[src/rtl/udp_tx_framer.sv]
// udp_tx_framer: emits one Ethernet/IPv4/UDP frame per start request, payload passed through.
// Optional: define UDP_TX_IP_CSUM_EN to compute and insert the IPv4 header checksum.
module udp_tx_framer #(
  parameter logic [47:0] SRC_MAC     = 48'h02_00_00_00_00_01,
  parameter logic [47:0] DST_MAC     = 48'h01_00_5E_00_00_01,
  parameter logic [31:0] SRC_IP      = 32'hC0A8_0001,
  parameter logic [31:0] DST_IP      = 32'hE000_0001,
  parameter logic [15:0] SRC_PORT    = 16'd5000,
  parameter logic [15:0] DST_PORT    = 16'd6000,
  parameter logic [7:0]  IP_TTL      = 8'd64,
  parameter int          MAX_PAYLOAD = 1472
) (
  input  logic        clk,
  input  logic        reset,
  input  logic        start,
  input  logic [15:0] payload_len,
  output logic        busy,
  output logic        err_len,
  input  logic [7:0]  pl_data,
  input  logic        pl_valid,
  output logic        pl_ready,
  output logic [7:0]  tx_data,
  output logic        tx_valid,
  input  logic        tx_ready,
  output logic        tx_last,
  output logic [2:0]  state_dbg
);

  // Handshake: a byte moves on a cycle where valid && ready are both high at the
  // rising clock edge; the source holds data/last stable while valid && !ready.

  typedef enum logic [2:0] {
    IDLE    = 3'd0,
    CSUM    = 3'd1,
    ETH     = 3'd2,
    IP      = 3'd3,
    UDP     = 3'd4,
    PAYLOAD = 3'd5
  } state_t;

  state_t       state;
  logic [15:0]  cnt;
  logic [15:0]  len;
  logic [15:0]  ip_id;
  logic [15:0]  csum;
  logic [15:0]  tot_len;
  logic [15:0]  udp_len;
  logic [15:0]  last_idx;
  logic [335:0] hdr;
  logic [8:0]   bit_lo;
  logic         len_bad;

  assign tot_len  = len + 16'd28;
  assign udp_len  = len + 16'd8;
  assign last_idx = len + 16'd41;
  assign len_bad  = (payload_len == 16'd0) || (payload_len > 16'(MAX_PAYLOAD));

  // The 42 header bytes, byte 0 in the top octet.
  assign hdr = {DST_MAC, SRC_MAC, 16'h0800,
                8'h45, 8'h00, tot_len, ip_id, 16'h4000, IP_TTL, 8'h11, csum,
                SRC_IP, DST_IP,
                SRC_PORT, DST_PORT, udp_len, 16'h0000};
  assign bit_lo = {3'd0, 6'd41 - cnt[5:0]} << 3;

`ifdef UDP_TX_IP_CSUM_EN
  logic [19:0] csum_acc;
  logic [19:0] csum_f1;
  logic [19:0] csum_f2;

  // Ten words fit in 20 bits; two carry folds always bring the sum back to 16 bits.
  assign csum_acc = 20'h04500 + {4'd0, tot_len} + {4'd0, ip_id} + 20'h04000
                  + {4'd0, IP_TTL, 8'h11}
                  + {4'd0, SRC_IP[31:16]} + {4'd0, SRC_IP[15:0]}
                  + {4'd0, DST_IP[31:16]} + {4'd0, DST_IP[15:0]};
  assign csum_f1  = {4'd0, csum_acc[15:0]} + {16'd0, csum_acc[19:16]};
  assign csum_f2  = {4'd0, csum_f1[15:0]} + {16'd0, csum_f1[19:16]};

  always_ff @(posedge clk or posedge reset) begin
    if (reset) begin
      csum <= 16'h0000;
    end else if (state == CSUM) begin
      csum <= ~csum_f2[15:0];
    end
  end
`else
  assign csum = 16'h0000;
`endif

  always_ff @(posedge clk or posedge reset) begin
    if (reset) begin
      state   <= IDLE;
      cnt     <= 16'd0;
      len     <= 16'd0;
      ip_id   <= 16'd0;
      err_len <= 1'b0;
    end else begin
      err_len <= 1'b0;
      case (state)
        IDLE: begin
          if (start) begin
            if (len_bad) begin
              err_len <= 1'b1;
            end else begin
              len   <= payload_len;
              state <= CSUM;
            end
          end
        end
        CSUM: begin
          cnt   <= 16'd0;
          state <= ETH;
        end
        ETH, IP, UDP: begin
          if (tx_ready) begin
            cnt <= cnt + 16'd1;
            if (cnt == 16'd13) state <= IP;
            if (cnt == 16'd33) state <= UDP;
            if (cnt == 16'd41) state <= PAYLOAD;
          end
        end
        PAYLOAD: begin
          if (pl_valid && tx_ready) begin
            cnt <= cnt + 16'd1;
            if (cnt == last_idx) begin
              ip_id <= ip_id + 16'd1;
              state <= IDLE;
            end
          end
        end
        default: state <= IDLE;
      endcase
    end
  end

  always_comb begin
    tx_data  = 8'h00;
    tx_valid = 1'b0;
    tx_last  = 1'b0;
    pl_ready = 1'b0;
    case (state)
      ETH, IP, UDP: begin
        tx_valid = 1'b1;
        tx_data  = hdr[bit_lo +: 8];
      end
      PAYLOAD: begin
        tx_data  = pl_data;
        tx_valid = pl_valid;
        pl_ready = tx_ready;
        tx_last  = (cnt == last_idx);
      end
      default: ;
    endcase
  end

  assign busy      = (state != IDLE);
  assign state_dbg = state;

endmodule

[config.mk]
export PLATFORM = sky130hd
export DESIGN_NAME = udp_tx_framer
export DESIGN_NICKNAME = d
export VERILOG_FILES = /design/src/rtl/udp_tx_framer.sv
export SDC_FILE = /design/constraint.sdc
export NUM_CORES = 1
export LEC_CHECK = 0
export BUFFER_PORTS_ARGS = -buffer_cell sky130_fd_sc_hd__buf_2
export CORE_MARGIN = 2
export CORE_UTILIZATION = 48
export DETAILED_ROUTE_END_ITERATION = 8
export GPL_ROUTABILITY_DRIVEN = 0
export PLACE_DENSITY_LB_ADDON = 0.25
export SYNTH_ARGS = -nofsm -noshare
export SYNTH_HDL_FRONTEND = slang
export SYNTH_SLANG_ARGS = --single-unit
[constraint.sdc]
create_clock -name clk -period 5 [get_ports clk]
set_input_delay 0.75 -clock clk [delete_from_list [all_inputs] [get_ports clk]]
set_output_delay 0.75 -clock clk [all_outputs]
set_load 0.03 [all_outputs]
==> summary.md <==
| Metric | Value |
|---|---|
| Nets@finish | `614` |
| Die Ht | `100.6 µm` |
| Kind of critical path | `flip-flop to output pin` |
| Synth unique cells | `64` |
| Post-CTS sizing | `0` |
| Full die area | `0.01012 mm²` |
| Via count of the first global-routing pass | `3,930` |
| Share of the synthesized area in the top cell type | `29.07%` |
| Die width | `100.6 µm` |
| Max-slew headroom | `26.94%` |
| Post-synth EDFFs | `0` |
| Multiplexer share of the synthesized area | `4.276%` |
| CP Data Arrival Time | `3610 ps` |
| Clk root buf | `clkbuf_8` |
| Layout cells sized above 1 | `12.63%` |
| Syn Area/Cell | `8.140 µm²` |
| Startpoint Class | `flip-flop` |
| Crit Path Max Fanout | `17` |
| Crit-path most repeated cell | `o21ai_0` |
| Hold Crit Class | `flip-flop to flip-flop` |
| Post-route ant nets | `0` |
| Power per cell area | `367.4 mW/mm²` |
| Max cap viols | `0` |
| DR iter-0 viols | `526` |
| TNS Setup | `0 ps` |
| Setup-failing EPs final | `0` |
| Slew Limit Fails | `0` |
| Highest Clock Rate | `229.1 MHz` |
| Num rows | `35` |
| Post-CTS Setup Bufs | `0` |
| Clock skew | `7.361 ps` |
| Xor/xnor cell area share of the yosys netlist | `15.40%` |
| Critical path's largest stage delay | `750 ps` |
| Synth area leaders | `dfrtp_1 29%, xnor2_1 8.8%, xor2_1 5.9%, nand2_1 4.9%, ha_1 4.5%` |
| Synth Flop Type | `dfrtp_1` |
| Area added between synthesis and finish | `7.211%` |
| CTS Buf Count | `5` |
| Ys async rst share | `100.0%` |
| First-pass GRT wire length | `20,110 µm` |
| Unrepaired setup endpoints after global routing | `false` |
| Synth Area in Simple Gates | `25.43%` |
| Syn_nets | `595` |
| Grt ovf | `0` |
| Slew @ Worst Pin | `1094 ps` |
| Sequential area share after synthesis | `29.07%` |
| Largest family of logic cells by synthesized area | `simple AND/OR/NAND/NOR gates` |
| Vias | `4,246` |
| Crit path cell chain | `clkinv_1 > ha_1 > xnor2_1 > buf_4 > nor3_1 > nand2_1 > a211oi_1 > o21ai_0 > o21ai_0 > buf_2` |
| Htree depth | `2` |
| Top-Level Pins | `45` |
| Synth Register Bits | `52` |
| Critical path endpoint category | `output pin` |
| Fin crit period | `4364 ps` |
| Dpl cells | `673` |
| Hold-fix buffers at CTS | `0` |
| Endpoints failing hold | `0` |
| CTS tree | `yes` |
| Synth area leader | `dfrtp_1` |
| Clock-pin slew on the worst setup and hold paths | `100 ps` |
| First drt pass iteration count | `5` |
| Period Utilization, post-route | `87.29%` |
| Avg WL per Cell | `18.12 µm` |
| VDD IR max | `0.1460 mV` |
| Largest net degree at the start of global routing | `53` |
| GR Util All Layers | `24.90%` |
| Num Clock Sinks | `52` |
| Outcome | `finished, final reports clean` |
| Layout Cells excl Fill | `681` |
| Slowest CP cell | `dfrtp_1` |
| Initial Utilization | `48.91%` |
| Fillers | `857` |
| Synthesized area | `0.004477 mm²` |
| Crit-path leading delay family | `buffers and inverters` |
| Core area | `0.009153 mm²` |
| Clk buf depth | `2` |
| P_leak | `0.002115 µW` |
| DRT Wirelength | `12,340 µm` |
| Count of input and output buffers | `44` |
| Multi-input logic area | `0.002944 mm²` |
| Mapped Cells | `550` |
| Worst skew pair latency | `310 ps` |
| Residual DRC | `0` |
| Buf/Inv on CP | `3` |
| Required time of the critical path | `4250 ps` |
| Antenna Cells | `0` |
| Post-synthesis adder-cell area fraction | `4.472%` |
| Top-count cell post-synth | `nand2_1` |
| DR vias/cell | `6.235` |
| Synth cell count leaders | `58 x nand2_1, 52 x dfrtp_1, 45 x xnor2_1, 43 x nor2_1, 36 x o21ai_0` |
| DP HPWL | `9154 µm` |
| Compound-cell area share of the yosys netlist | `16.04%` |
| Register area | `0.001301 mm²` |
| Antenna violations before repair | `0` |
| YS warnings | `0` |
[registers in the layout, summed over array words and instances, names as in the netlist]
signal / flops
cnt: 16
err_len: 1
ip_id: 16
state_dbg: 3
len: 16
[through the flow]
stage          hold WS [ps]  total power [µW]  instance area, µm²  utilization (%)  setup WS, ps
6_report              488.8              1763                4800            52.44         635.7
3_5_place_dp          475.6              1485                4706            51.41          1082
2_1_floorplan         444.9              1267                4477                -          1519
4_1_cts               493.2              1747                4800            52.44         727.5
5_1_grt               516.9              1887                4800            52.44         371.2
3_3_place_gp          466.6              1463                4706            51.41          1201
[cell type report]
class,count,area share (%)
inverters,19,1.486
repair buffers,48,5.214
well taps,111,2.894
multi-input cells,443,61.34
clock buffers,7,1.799
flip-flops and latches,52,27.11
clock inverters,1,0.1564
[final timing paths]
check | from | slack, ps | cells after the start | endpoint
max in group asynchronous | reset | 3630 | 2 | len[10]
min in group asynchronous | reset | 710 | 2 | ip_id[13]
hold / removal | ip_id[15] | 490 | 1 | ip_id[15]
hold reg to reg | ip_id[15] | 490 | 1 | ip_id[15]
setup / recovery | cnt[1] | 640 | 10 | tx_data[6]
setup reg to reg | len[3] | 1490 | 9 | ip_id[11]
[kinds of logic (layout without fill, tap and decap cells)]
logic type,after synthesis,count (layout)
AO/OA/AOI/OAI,109,109
XOR/XNOR,77,77
adder cells (fa/ha/maj),16,16
buffers and inverters,55,75
flip-flops,52,52
multiplexers,18,18
AND/OR/NAND/NOR,223,223
[per-layer routing]
layer | vias to the layer above | track usage, % | share of wire (%)
met1 | 2029 | 34.29 | 45
met4 | 0 | 6.744 | 2.4
li1 | 1995 | - | -
met3 | 39 | 2.982 | 5.9
met2 | 183 | 41.46 | 47
met5 | - | 0 | 0
[cells in the final DEF (no fill, tap or decap), types with 4 or more instances in the layout]
cell	instances
nand2_1	58
dfrtp_1	52
xnor2_1	45
buf_2	44
nor2_1	43
o21ai_0	36
xor2_1	30
nand3_1	26
a21oi_1	18
nor3_1	17
nand4_1	16
inv_1	16
ha_1	16
nor4_1	13
nor2b_1	12
mux2_2	9
and3_1	9
mux2i_1	9
o211ai_1	8
clkbuf_8	6
a211oi_1	5
o22ai_1	4
nor3b_1	4
and2_1	4
and4_1	4
nand2b_1	4
buf_4	4
[report_power, final]
part,total (µW),switching [µW],internal [µW],leakage [µW]
combinational,905,569,336,0.00137
sequential,597,136,461,0.000703
clock,261,148,113,0.0000445
(Power assumes the default switching activity.)
